$ cat config.mk
export PLATFORM = sky130hd
export DESIGN_NAME = multicycle_ctrl
export DESIGN_NICKNAME = d
export VERILOG_FILES = /design/src/rtl/mc_pkg.sv /design/src/rtl/mc_wait_cnt.sv /design/src/rtl/multicycle_ctrl.sv
export SDC_FILE = /design/constraint.sdc
export NUM_CORES = 1
export LEC_CHECK = 0
export CELL_PAD_IN_SITES_DETAIL_PLACEMENT = 0
export CELL_PAD_IN_SITES_GLOBAL_PLACEMENT = 2
export CORE_MARGIN = 2
export CORE_UTILIZATION = 28
export DETAILED_ROUTE_END_ITERATION = 16
export PLACE_DENSITY_LB_ADDON = 0.12
export SETUP_SLACK_MARGIN = 0.02
export SLEW_MARGIN = 20
export SYNTH_ARGS = -nofsm -noshare
export SYNTH_HDL_FRONTEND = slang
export SYNTH_HIERARCHICAL = 1
export SYNTH_SLANG_ARGS = --single-unit
$ cat constraint.sdc
create_clock -name clk -period 5.22 [get_ports clk]
set_input_delay 1.044 -clock clk [delete_from_list [all_inputs] [get_ports clk]]
set_output_delay 1.044 -clock clk [all_outputs]
set_load 0.005 [all_outputs]
$ cat src/rtl/mc_pkg.sv
// rtl/mc_pkg.sv - shared encodings for the multicycle controller
package mc_pkg;

    typedef enum logic [4:0] {
        S_RESET    = 5'd0,
        S_FETCH    = 5'd1,
        S_IWAIT    = 5'd2,
        S_DECODE   = 5'd3,
        S_EXEC_R   = 5'd4,
        S_WB_R     = 5'd5,
        S_EXEC_I   = 5'd6,
        S_WB_I     = 5'd7,
        S_LUI      = 5'd8,
        S_MEM_ADDR = 5'd9,
        S_MEM_RD   = 5'd10,
        S_DWAIT    = 5'd11,
        S_MEM_WB   = 5'd12,
        S_MEM_WR   = 5'd13,
        S_BRANCH   = 5'd14,
        S_JUMP     = 5'd15,
        S_JAL      = 5'd16,
        S_JR       = 5'd17,
        S_MD_START = 5'd18,
        S_MD_BUSY  = 5'd19,
        S_MFHILO   = 5'd20,
        S_EXC      = 5'd21,
        S_MD_WB    = 5'd22
    } state_t;

    localparam logic [5:0] OP_RTYPE = 6'h00;
    localparam logic [5:0] OP_J     = 6'h02;
    localparam logic [5:0] OP_JAL   = 6'h03;
    localparam logic [5:0] OP_BEQ   = 6'h04;
    localparam logic [5:0] OP_BNE   = 6'h05;
    localparam logic [5:0] OP_BLE   = 6'h06;
    localparam logic [5:0] OP_BGT   = 6'h07;
    localparam logic [5:0] OP_ADDI  = 6'h08;
    localparam logic [5:0] OP_LUI   = 6'h0F;
    localparam logic [5:0] OP_LW    = 6'h23;
    localparam logic [5:0] OP_SW    = 6'h2B;

    localparam logic [5:0] FN_JR    = 6'h08;
    localparam logic [5:0] FN_MFHI  = 6'h10;
    localparam logic [5:0] FN_MFLO  = 6'h12;
    localparam logic [5:0] FN_MULT  = 6'h18;
    localparam logic [5:0] FN_DIV   = 6'h1A;
    localparam logic [5:0] FN_ADD   = 6'h20;
    localparam logic [5:0] FN_SUB   = 6'h22;
    localparam logic [5:0] FN_AND   = 6'h24;
    localparam logic [5:0] FN_SLT   = 6'h2A;

    localparam logic [2:0] ALU_ADD = 3'd0;
    localparam logic [2:0] ALU_SUB = 3'd1;
    localparam logic [2:0] ALU_AND = 3'd2;
    localparam logic [2:0] ALU_SLT = 3'd3;

    localparam logic [2:0] IORD_PC     = 3'd0;
    localparam logic [2:0] IORD_ALUOUT = 3'd1;

    localparam logic [1:0] SRCA_PC  = 2'd0;
    localparam logic [1:0] SRCA_REG = 2'd1;

    localparam logic [2:0] SRCB_REG  = 3'd0;
    localparam logic [2:0] SRCB_FOUR = 3'd1;
    localparam logic [2:0] SRCB_IMM  = 3'd2;
    localparam logic [2:0] SRCB_BOFF = 3'd3;

    localparam logic [2:0] PCSRC_ALU    = 3'd0;
    localparam logic [2:0] PCSRC_ALUOUT = 3'd1;
    localparam logic [2:0] PCSRC_JUMP   = 3'd2;
    localparam logic [2:0] PCSRC_REG    = 3'd3;
    localparam logic [2:0] PCSRC_VEC    = 3'd4;

    localparam logic [1:0] REGDST_RT = 2'd0;
    localparam logic [1:0] REGDST_RD = 2'd1;
    localparam logic [1:0] REGDST_RA = 2'd2;

    localparam logic [2:0] M2R_ALU = 3'd0;
    localparam logic [2:0] M2R_MEM = 3'd1;
    localparam logic [2:0] M2R_LUI = 3'd2;
    localparam logic [2:0] M2R_PC  = 3'd3;
    localparam logic [2:0] M2R_HI  = 3'd4;
    localparam logic [2:0] M2R_LO  = 3'd5;

    localparam logic [1:0] CAUSE_INV  = 2'd0;
    localparam logic [1:0] CAUSE_OVF  = 2'd1;
    localparam logic [1:0] CAUSE_DIVZ = 2'd2;

    function automatic logic [2:0] alu_for_funct(input logic [5:0] fn);
        case (fn)
            FN_SUB:  return ALU_SUB;
            FN_AND:  return ALU_AND;
            FN_SLT:  return ALU_SLT;
            default: return ALU_ADD;
        endcase
    endfunction

endpackage

$ cat src/rtl/mc_wait_cnt.sv
// rtl/mc_wait_cnt.sv - memory wait counter (load, decrement, zero flag)
module mc_wait_cnt (
    input  logic       clk,
    input  logic       reset,
    input  logic       load,
    input  logic [2:0] load_val,
    input  logic       dec,
    output logic       zero
);

    logic [2:0] cnt;

    // load on wait-state entry, then count down and park at zero
    always_ff @(posedge clk) begin
        if (reset) begin
            cnt <= 3'd0;
        end else if (load) begin
            cnt <= load_val;
        end else if (dec && (cnt != 3'd0)) begin
            cnt <= cnt - 3'd1;
        end
    end

    assign zero = (cnt == 3'd0);

endmodule

$ cat src/rtl/multicycle_ctrl.sv
// rtl/multicycle_ctrl.sv - multicycle CPU control FSM; exceptions enabled by MULTICYCLE_CTRL_EXC_EN
module multicycle_ctrl
    import mc_pkg::*;
#(
    parameter int MEM_WAIT = 1,
    parameter int ST_W     = 5
) (
    input  logic            clk,
    input  logic            reset,
    input  logic [5:0]      opcode,
    input  logic [5:0]      funct,
    input  logic            ET,
    input  logic            GT,
    input  logic            LT,
    input  logic            overflow,
    input  logic            div_zero,
    input  logic            md_done,
    output logic [ST_W-1:0] state_out,
    output logic            pc_write,
    output logic            ir_write,
    output logic            mem_write,
    output logic            reg_write,
    output logic            epc_write,
    output logic            hilo_write,
    output logic            md_start,
    output logic            md_sel,
    output logic [2:0]      ior_d,
    output logic [1:0]      reg_dst,
    output logic [2:0]      mem_to_reg,
    output logic [1:0]      alu_src_a,
    output logic [2:0]      alu_src_b,
    output logic [2:0]      alu_op,
    output logic [2:0]      pc_source,
    output logic [1:0]      exc_cause
);

`ifdef MULTICYCLE_CTRL_EXC_EN
    localparam bit EXC_EN = 1'b1;
`else
    localparam bit EXC_EN = 1'b0;
`endif

    localparam logic [2:0] WAIT_LOAD = 3'(MEM_WAIT - 1);
    localparam state_t     INV_NEXT  = EXC_EN ? S_EXC : S_FETCH;

    state_t     state, state_nxt;
    logic [5:0] op_q, fn_q;
    logic       md_pend;
    logic [1:0] cause_nxt;
    logic       wait_zero, wait_load, wait_dec;
    logic       br_taken;

    assign wait_load = ((state_nxt == S_IWAIT) && (state != S_IWAIT)) ||
                       ((state_nxt == S_DWAIT) && (state != S_DWAIT));
    assign wait_dec  = (state == S_IWAIT) || (state == S_DWAIT);

    mc_wait_cnt u_wait (
        .clk      (clk),
        .reset    (reset),
        .load     (wait_load),
        .load_val (WAIT_LOAD),
        .dec      (wait_dec),
        .zero     (wait_zero)
    );

    // state register; IR fields captured in DECODE so later outputs stay state-driven
    always_ff @(posedge clk) begin
        if (reset) begin
            state   <= S_RESET;
            op_q    <= 6'd0;
            fn_q    <= 6'd0;
            md_pend <= 1'b0;
        end else begin
            state   <= state_nxt;
            md_pend <= (state == S_MD_START) && md_done;
            if (state == S_DECODE) begin
                op_q <= opcode;
                fn_q <= funct;
            end
        end
    end

    // next-state logic and the cause to record when entering EXC
    always_comb begin
        state_nxt = state;
        cause_nxt = CAUSE_INV;
        case (state)
            S_RESET:    state_nxt = S_FETCH;
            S_FETCH:    state_nxt = S_IWAIT;
            S_IWAIT:    if (wait_zero) state_nxt = S_DECODE;
            S_DECODE: begin
                state_nxt = INV_NEXT;
                case (opcode)
                    OP_RTYPE: begin
                        case (funct)
                            FN_ADD, FN_SUB, FN_AND, FN_SLT: state_nxt = S_EXEC_R;
                            FN_JR:                          state_nxt = S_JR;
                            FN_MULT, FN_DIV:                state_nxt = S_MD_START;
                            FN_MFHI, FN_MFLO:               state_nxt = S_MFHILO;
                            default:                        state_nxt = INV_NEXT;
                        endcase
                    end
                    OP_ADDI:                        state_nxt = S_EXEC_I;
                    OP_BEQ, OP_BNE, OP_BLE, OP_BGT: state_nxt = S_BRANCH;
                    OP_LW, OP_SW:                   state_nxt = S_MEM_ADDR;
                    OP_LUI:                         state_nxt = S_LUI;
                    OP_J:                           state_nxt = S_JUMP;
                    OP_JAL:                         state_nxt = S_JAL;
                    default:                        state_nxt = INV_NEXT;
                endcase
            end
            S_EXEC_R: begin
                cause_nxt = CAUSE_OVF;
                state_nxt = (EXC_EN && overflow && ((fn_q == FN_ADD) || (fn_q == FN_SUB)))
                            ? S_EXC : S_WB_R;
            end
            S_EXEC_I: begin
                cause_nxt = CAUSE_OVF;
                state_nxt = (EXC_EN && overflow) ? S_EXC : S_WB_I;
            end
            S_MEM_ADDR: state_nxt = (op_q == OP_SW) ? S_MEM_WR : S_MEM_RD;
            S_MEM_RD:   state_nxt = S_DWAIT;
            S_DWAIT:    if (wait_zero) state_nxt = S_MEM_WB;
            S_MD_START: begin
                cause_nxt = CAUSE_DIVZ;
                state_nxt = (EXC_EN && div_zero && (fn_q == FN_DIV)) ? S_EXC : S_MD_BUSY;
            end
            S_MD_BUSY:  if (md_done || md_pend) state_nxt = S_MD_WB;
            S_WB_R, S_WB_I, S_LUI, S_MEM_WB, S_MEM_WR, S_BRANCH, S_JUMP,
            S_JAL, S_JR, S_MFHILO, S_MD_WB, S_EXC:
                        state_nxt = S_FETCH;
            default:    state_nxt = S_RESET;
        endcase
    end

`ifdef MULTICYCLE_CTRL_EXC_EN
    logic [1:0] cause_q;

    // cause is captured only on EXC entry and held until the next one
    always_ff @(posedge clk) begin
        if (reset) begin
            cause_q <= CAUSE_INV;
        end else if ((state_nxt == S_EXC) && (state != S_EXC)) begin
            cause_q <= cause_nxt;
        end
    end

    assign exc_cause = cause_q;
`else
    logic unused_cause;
    assign unused_cause = ^cause_nxt;
    assign exc_cause    = 2'b00;
`endif

    assign epc_write = EXC_EN && (state == S_EXC);
    assign state_out = ST_W'(state);

    // branch decision uses the compare flags the ALU produces during BRANCH
    always_comb begin
        case (op_q)
            OP_BEQ:  br_taken = ET;
            OP_BNE:  br_taken = !ET;
            OP_BLE:  br_taken = LT || ET;
            OP_BGT:  br_taken = GT;
            default: br_taken = 1'b0;
        endcase
    end

    // per-state datapath controls; every default is the all-zero RESET encoding
    always_comb begin
        pc_write   = 1'b0;
        ir_write   = 1'b0;
        mem_write  = 1'b0;
        reg_write  = 1'b0;
        hilo_write = 1'b0;
        md_start   = 1'b0;
        md_sel     = 1'b0;
        ior_d      = IORD_PC;
        reg_dst    = REGDST_RT;
        mem_to_reg = M2R_ALU;
        alu_src_a  = SRCA_PC;
        alu_src_b  = SRCB_REG;
        alu_op     = ALU_ADD;
        pc_source  = PCSRC_ALU;
        case (state)
            S_FETCH:    alu_src_b = SRCB_FOUR;
            S_IWAIT: begin
                alu_src_b = SRCB_FOUR;
                ir_write  = wait_zero;
                pc_write  = wait_zero;
            end
            S_DECODE:   alu_src_b = SRCB_BOFF;
            S_EXEC_R: begin
                alu_src_a = SRCA_REG;
                alu_op    = alu_for_funct(fn_q);
            end
            S_WB_R: begin
                reg_write = 1'b1;
                reg_dst   = REGDST_RD;
            end
            S_EXEC_I, S_MEM_ADDR: begin
                alu_src_a = SRCA_REG;
                alu_src_b = SRCB_IMM;
            end
            S_WB_I:     reg_write = 1'b1;
            S_LUI: begin
                reg_write  = 1'b1;
                mem_to_reg = M2R_LUI;
            end
            S_MEM_RD, S_DWAIT: ior_d = IORD_ALUOUT;
            S_MEM_WB: begin
                reg_write  = 1'b1;
                mem_to_reg = M2R_MEM;
            end
            S_MEM_WR: begin
                ior_d     = IORD_ALUOUT;
                mem_write = 1'b1;
            end
            S_BRANCH: begin
                alu_src_a = SRCA_REG;
                alu_op    = ALU_SUB;
                pc_source = PCSRC_ALUOUT;
                pc_write  = br_taken;
            end
            S_JUMP: begin
                pc_write  = 1'b1;
                pc_source = PCSRC_JUMP;
            end
            S_JAL: begin
                pc_write   = 1'b1;
                pc_source  = PCSRC_JUMP;
                reg_write  = 1'b1;
                reg_dst    = REGDST_RA;
                mem_to_reg = M2R_PC;
            end
            S_JR: begin
                pc_write  = 1'b1;
                pc_source = PCSRC_REG;
            end
            S_MD_START: begin
                md_start  = 1'b1;
                md_sel    = (fn_q == FN_DIV);
                alu_src_a = SRCA_REG;
            end
            S_MD_BUSY:  md_sel = (fn_q == FN_DIV);
            S_MD_WB: begin
                md_sel     = (fn_q == FN_DIV);
                hilo_write = 1'b1;
            end
            S_MFHILO: begin
                reg_write  = 1'b1;
                reg_dst    = REGDST_RD;
                mem_to_reg = (fn_q == FN_MFHI) ? M2R_HI : M2R_LO;
            end
            S_EXC: begin
                pc_write  = 1'b1;
                pc_source = PCSRC_VEC;
            end
            default: ;
        endcase
    end

endmodule
==> summary.txt, run 1 <==
Global routing
  • Initial antenna violation count: 0
  • GRT busiest layer: met2
  • Grt ovf: 0
  • First-pass GRT wire length: about 9.7 mm
  • Number of global-route vias before repair: roughly 1800
  • Met2 GRT Util: roughly a quarter
  • Met3 Use GR: between 2 and 2.5%
  • GR Util All Layers: between 10% and 20%
  • Largest net degree at the start of global routing: 30
  • Met1 usage: 24.0%

Worst setup path
  • CP Cell Sequence: clkdlybuf4s50_1, inv_1, mux2i_1, a21oi_1, a21oi_1, o22ai_1, clkdlybuf4s50_1
  • CP startpoint kind: input pin
  • Setup CP Type: in2out
  • CP arrival: roughly 2500 ps
  • CP max FO: 2
  • Worst path bufs/invs: 3
  • Setup crit end kind: primary output
  • Cell family with most CP delay: buffers and inverters
  • Req. time, crit path: approximately 4200 ps
  • Max stage delay cell, worst path: clkdlybuf4s50_1
  • Max incr delay on CP: 530 ps

Placed design
  • IO Port Bufs: 43
  • Dpl hpwl: about 4.4 mm
  • Placer Congestion: 0.769
  • Post-DP Area: ~2300 um^2

Pwr
  • Power per Cell Area: approximately 320 nW/um^2
  • Peak supply drop: approximately 160 uV
  • Leakage Power: 0.781 nW
  • Pwr Total: 0.774 mW

Floorplan
  • Die width: 86.3 um
  • Starting Density: 29.4%
  • Die ar.: around 7400 um^2
  • I/O Pins: 54
  • Rows: 29
  • Core area: 6460 um^2
  • Die H: approximately 86 um

STA
  • Pins Over Slew Limit: 0
  • Final clock skew: ~4 ps
  • Relative slew slack: around a third
  • Final Hold Viols: 0
  • Least-Margin Pin Slew: between 900 and 1000 ps
  • RSZ-0062 raised after global routing: no
  • Finish-stage setup viols: 0
  • TNS Setup: 0 ps
  • Fin crit period: about 3600 ps
  • WHS: between 500 and 600 ps
  • Fmax achieved: ~0.28 GHz
  • Tcrit/Tclk final: 68.2%

Yosys
  • Synth warn: 6
  • Post-synth EDFFs: 0
  • Flops & latches, synth: 21
  • Area of the mapped netlist: roughly 1900 um^2
  • Main synth FF type: dfxtp_1
  • Synth unique cells: 59
  • Sequential share of the synthesized area: 22.2%
  • Avg Inst Size Synth: 7.44 um^2
  • Post-Syn Instances: between 200 and 300
  • Async set or reset register ratio after synthesis: 0%

Clocking
  • # H-tree levels: 1
  • Longest Clk Path Bufs: 2
  • Worst-skew pair later-pin latency: 270 ps
  • Hold_buf cts: 0
  • CTS resizes: 0
  • Setup bufs post-CTS: 0
  • Num Clock Sinks: 21
  • CTS buffer count: 3
  • TritonCTS clock tree: built
  • Clock Tree Root: clkbuf_8
  • Clk slew on worst S/H paths: approximately 90 ps

Finish
  • Area grow syn2layout: 26.2%
  • Fin util: between 30% and 40%
  • Nets: 311
  • # diodes: 0
  • Leading cell type in the layout, fill and taps excluded: clkdlybuf4s50_1
  • Share of cells above drive strength 1: 5.56%
  • Design area: between 2000 and 2500 um^2
  • Most frequent cells in the layout: clkdlybuf4s50_1 (43), nor2_1 (28), dfxtp_1 (21)

Job
  • Max_cap viols: 0

Detailed routing
  • Routed WL: around 6 mm
  • Via density per instance: 5.32
  • Drt pass-1 iters: 4
  • Wire per inst: approximately 16 um
  • Initial DRC count: between 90 and 100
  • Post-route ant nets: 0
  • Routed vias: just under 2000
  • DRC: 0

Status
  • Status: completed

Hold path
  • Worst hold path type: reg2reg
==> cell families (layout without fill, tap and decap cells) <==
family                   Yosys count  after routing  share of synthesized area [%]
AND/OR/NAND/NOR                  113            113                           34.6
AO/OA/AOI/OAI                     61             61                           22.7
buffers and inverters             39             62                           9.76
flip-flops                        21             21                           22.2
multiplexers                      14             14                           7.45
XOR/XNOR                           4              4                           1.85
adder cells (fa/ha/maj)            2              2                           1.32
other                              1             11                          0.198
==> final timing paths <==
check | end | slack (ps) | startpoint | depth (start not counted)
max reg2reg | u_wait/cnt[1]$_SDFFE_PP0P_ | 1870 | state_out[2]$_SDFF_PP0_ | 8
min reg2reg | u_wait/cnt[2]$_SDFFE_PP0P_ | 510 | u_wait/cnt[2]$_SDFFE_PP0P_ | 2
max | pc_write | 1660 | ET | 7
min | u_wait/cnt[2]$_SDFFE_PP0P_ | 510 | u_wait/cnt[2]$_SDFFE_PP0P_ | 2
==> final cells by class <==
| type | count | area, um^2 |
|---|---|---|
| well taps | 77 | 96.3 |
| repair buffers | 47 | 460 |
| inverters | 11 | 41.3 |
| fillers | 690 | 4070 |
| clock buffers | 3 | 41.3 |
| multi-input cells | 205 | 1330 |
| flip-flops and latches | 21 | 420 |
| clock inverters | 1 | 5.00 |
==> where the power goes <==
group / switching, mW / leakage [nW] / internal (mW)
registers: 0.0414 / 0.171 / 0.190
clock network: 0.0612 / 0.0255 / 0.0534
logic: 0.225 / 0.585 / 0.202
==> routing by layer <==
layer / routed length [um] / vias to the layer above
met1: 3040 / 916
met4: 29 / 0
met2: 2640 / 44
met3: 254 / 2
met5: 0 / -
li1: - / 980
==> registers in the layout, indices dropped and copies added (netlist names) <==
register    count
state_out       5
op_q            6
md_pend         1
fn_q            6
u_wait/cnt      3
==> stage by stage <==
| step | worst slack, ps | instances |
|---|---|---|
| after floorplan | 2320 | 265 |
| after global placement | 1310 | 361 |
| after detailed placement | 1320 | 361 |
| after CTS | 1600 | 365 |
| after global routing | 1420 | 365 |
| final | 1660 | 365 |
==> tightest hold or removal path: stages, from the launching register on <==
cell and delay [ps]:
dfxtp_1 320, nand3b_1 80, a31oi_1 70
==> cell usage after synthesis (2+ instances only) <==
cell      instances  share of area (%)
nor2_1           28                5.5
dfxtp_1          21                 22
a21oi_1          16                4.2
mux2i_1          13                6.9
inv_1            11                2.2
nand2_1          11                2.2
nor3_1           10                2.6
nand2b_1          9                3.0
o21ai_0           9                2.4
buf_4             8                3.2
clkbuf_1          8                1.6
nor4_1            8                2.6
buf_2             7                1.8
nor2b_1           7                2.3
nand3_1           6                1.6
nor4b_1           6                2.8
a31oi_1           5                1.6
and2_1            5                1.6
buf_1             5               0.99
nand3b_1          4                1.6
o21a_1            4                1.6
a211oi_1          3                1.2
nor3b_1           3                1.2
o32ai_1           3                1.4
or3_1             3               0.99
a41oi_1           2               0.92
ha_1              2                1.3
nand4_1           2               0.66
o21ai_1           2               0.53
o22ai_1           2               0.66
or4_1             2               0.79
xnor2_1           2               0.92
xor2_1            2               0.92
No activity file was read; power rests on OpenSTA's default activity.
==> run 2, diff against run 1 <==
--- a/config.mk
+++ b/config.mk
@@ -8,7 +8,7 @@
 export CELL_PAD_IN_SITES_DETAIL_PLACEMENT = 0
 export CELL_PAD_IN_SITES_GLOBAL_PLACEMENT = 2
 export CORE_MARGIN = 2
-export CORE_UTILIZATION = 28
+export CORE_UTILIZATION = 26
 export DETAILED_ROUTE_END_ITERATION = 16
 export PLACE_DENSITY_LB_ADDON = 0.12
 export SETUP_SLACK_MARGIN = 0.02
==> constraint.sdc (replaced) <==
create_clock -name clk -period 3.4 [get_ports clk]
set_input_delay 0.68 -clock clk [delete_from_list [all_inputs] [get_ports clk]]
set_output_delay 0.68 -clock clk [all_outputs]
set_load 0.005 [all_outputs]
==> run 2 against run 1 <==
Core utilization decreased by 1.3 points. Critical path depth up 3. Largest cell class unchanged. Sequential share of layout area shrank 1.2 points. Setup slack worse by 1400 ps. Design area increased by 7.1%. Flip-flop and latch count is the same. Via count increased by 3.8%.
==> summary.txt, run 2 (synthesis results as in run 1) <==
Detailed routing
  • Via density per instance: 4.97 (was 5.32)
  • Routed vias: 2016 (was 1942)
  • Routed WL: 6.36 mm (was 5.97 mm)
  • Post-route ant nets: 0 (unchanged)
  • Wire per inst: 15.7 um (was 16.3 um)
  • Initial DRC count: 83 (was 91)
  • Drt pass-1 iters: 4 (unchanged)
  • DRC: 0 (unchanged)

Worst setup path
  • R2R depth: 10 (was 8)
  • Worst path bufs/invs: 2 (was 3)
  • CP Cell Sequence: clkdlybuf4s50_1, a211o_1, a211oi_1, o41ai_1, and4_1, o21ai_1, a2111oi_4, buf_4, or3_1, a31oi_1 (was clkdlybuf4s50_1, inv_1, mux2i_1, a21oi_1, a21oi_1, o22ai_1, clkdlybuf4s50_1)
  • CP arrival: 3340 ps (was 2510 ps)
  • CP startpoint kind: input pin (unchanged)
  • Crit path from: opcode[1] (was ET)
  • CP Depth: 10 (was 7)
  • Cell family with most CP delay: compound AO/OA/AOI/OAI gates (was buffers and inverters)
  • Critical path endpoint: u_wait/cnt[1]$_SDFFE_PP0P_ (was pc_write)
  • Req. time, crit path: 3590 ps (was 4180 ps)
  • Setup crit end kind: flip-flop (was primary output)
  • R2r startpoint: state_out[3]$_SDFF_PP0_ (was state_out[2]$_SDFF_PP0_)
  • Flop-to-flop setup slack: 710 ps (was 1870 ps)
  • Reg2reg end: u_wait/cnt[1]$_SDFFE_PP0P_ (unchanged)
  • Setup CP Type: in2reg (was in2out)
  • CP max FO: 10 (was 2)
  • Max incr delay on CP: 570 ps (was 530 ps)
  • Max stage delay cell, worst path: clkdlybuf4s50_1 (unchanged)

Finish
  • Leading cell type in the layout, fill and taps excluded: clkdlybuf4s50_1 (unchanged)
  • Nets: 330 (was 311)
  • # fillers: 796 (was 690)
  • Most frequent cells in the layout: clkdlybuf4s50_1 (43), nor2_1 (28), buf_4 (23) (was clkdlybuf4s50_1 (43), nor2_1 (28), dfxtp_1 (21))
  • Fin util: 35.7% (was 37.1%)
  • Share of cells above drive strength 1: 11.4% (was 5.56%)
  • Area grow syn2layout: 35.2% (was 26.2%)
  • # diodes: 0 (unchanged)

Pwr
  • Int Power: 0.736 mW (was 0.446 mW)
  • P_sw: 0.530 mW (was 0.327 mW)
  • Part of the power in combinational logic: 57.2% (was 55.2%)
  • Clock network fraction of design power: 14.4% (was 14.8%)
  • Net Sw Frac: 41.9% (was 42.3%)
  • Peak supply drop: 200 uV (was 164 uV)
  • Power per Cell Area: 494 nW/um^2 (was 323 nW/um^2)
  • Pwr Total: 1.27 mW (was 0.774 mW)
  • Leakage Power: 0.874 nW (was 0.781 nW)
  • Flop pwr share: 28.5% (was 30.0%)

Global routing
  • Number of global-route vias before repair: 1872 (was 1795)
  • First-pass GRT wire length: 9.85 mm (was 9.67 mm)
  • Largest net degree at the start of global routing: 19 (was 30)
  • Initial antenna violation count: 0 (unchanged)
  • GR Util All Layers: 16.0% (was 16.1%)
  • Grt ovf: 0 (unchanged)

Clocking
  • # H-tree levels: 1 (unchanged)
  • Worst-skew pair later-pin latency: 270 ps (about the same)
  • Hold_buf cts: 0 (unchanged)
  • Longest Clk Path Bufs: 2 (unchanged)
  • Setup bufs post-CTS: 0 (unchanged)
  • CTS resizes: 0 (unchanged)
  • CTS buffer count: 3 (unchanged)
  • TritonCTS clock tree: built (unchanged)
  • Num Clock Sinks: 21 (unchanged)
  • Clk slew on worst S/H paths: 90 ps (about the same)
  • Clock Tree Root: clkbuf_8 (unchanged)

Placed design
  • Placer Congestion: 0.881 (was 0.769)
  • IO Port Bufs: 43 (unchanged)
  • Dpl hpwl: 4.86 mm (was 4.41 mm)

Floorplan
  • Die H: 89.4 um (was 86.3 um)
  • Starting Density: 26.4% (was 29.4%)
  • Core area: 7180 um^2 (was 6460 um^2)
  • Rows: 31 (was 29)
  • Die width: 89.4 um (was 86.3 um)
  • Die ar.: 8000 um^2 (was 7450 um^2)
  • I/O Pins: 54 (unchanged)

STA
  • Final clock skew: 6.87 ps (was 3.96 ps)
  • Relative slew slack: 43.8% (was 35.2%)
  • Fmax achieved: between 0.3 and 0.4 GHz
  • Tcrit/Tclk final: between 90% and 100%
  • RSZ-0062 raised after global routing: no (unchanged)
  • Pins Over Slew Limit: 0 (unchanged)
  • Fin crit period: roughly 3200 ps
  • Finish-stage setup viols: 0 (unchanged)
  • Final Hold Viols: 0 (unchanged)
  • WHS: 514 ps (was 513 ps)
  • Least-Margin Pin Slew: 841 ps (was 970 ps)

Hold path
  • Worst hold path type: reg2reg (unchanged)

Status
  • Status: completed (unchanged)

Job
  • Max_cap viols: 0 (unchanged)
[run 2: cell count changes in the layout (fill, tap and decap cells not counted)]
cell,before,now
buf_4,4,23
[run 2: how the worst min path moves through the flow]
stage	from	to	slack [ps]	cells after the start
final	fn_q[3]$_SDFFE_PP0P_	fn_q[3]$_SDFFE_PP0P_	510	2
after global placement	fn_q[3]$_SDFFE_PP0P_	fn_q[3]$_SDFFE_PP0P_	480	2
after global routing	fn_q[3]$_SDFFE_PP0P_	fn_q[3]$_SDFFE_PP0P_	520	2
after floorplan	fn_q[3]$_SDFFE_PP0P_	fn_q[3]$_SDFFE_PP0P_	460	2
after CTS	fn_q[3]$_SDFFE_PP0P_	fn_q[3]$_SDFFE_PP0P_	510	2
after detailed placement	fn_q[3]$_SDFFE_PP0P_	fn_q[3]$_SDFFE_PP0P_	490	2
[run 2: worst reg2reg max path: stages, from the launching register on]
cell	delay [ps]
dfxtp_1	560
buf_4	300
nor2_1	130
and4bb_2	310
nor2_1	100
and4_1	230
and3_4	200
a2111oi_4	50
buf_4	180
or3_1	370
a31oi_1	160
[run 2: power groups by stage]
stage	Sequential [mW]	Combinational, mW	Clock [mW]
after floorplan	0.327	0.484	0
after global placement	0.365	0.721	0
after detailed placement	0.366	0.721	0
after CTS	0.359	0.723	0.190
after global routing	0.368	0.788	0.194
final	0.361	0.724	0.182
[run 2: area by class of cell]
| class | instances | area (um^2) | area share, % |
|---|---|---|---|
| Clock buffer | 3 | 41.3 | 1.61 |
| Clock inverter | 1 | 5.00 | 0.195 |
| Inverter | 11 | 41.3 | 1.61 |
| Multi-Input combinational cell | 205 | 1330 | 51.8 |
| Sequential cell | 21 | 420 | 16.4 |
| Tap cell | 99 | 124 | 4.83 |
| Timing Repair Buffer | 66 | 603 | 23.5 |
[run 2: stage by stage]
| step | instance area [um^2] | setup TNS (ps) | instances | worst slack (ps) |
|---|---|---|---|---|
| 5_1_grt | 2560 | 0 | 406 | 118 |
| 2_1_floorplan | 1930 | 0 | 265 | 865 |
| 6_report | 2560 | 0 | 406 | 249 |
| 3_5_place_dp | 2520 | -35.8 | 402 | -18.3 |
| 3_3_place_gp | 2520 | -20.1 | 402 | -15.0 |
| 4_1_cts | 2560 | 0 | 406 | 249 |
[run 2: per-layer routing]
metal	part of all wire, %	up-vias	global-route usage (%)
met4	0.57	0	3.26
li1	-	1023	-
met5	0	-	0
met3	3.6	4	1.94
met2	46	39	25.3
met1	50	950	23.3
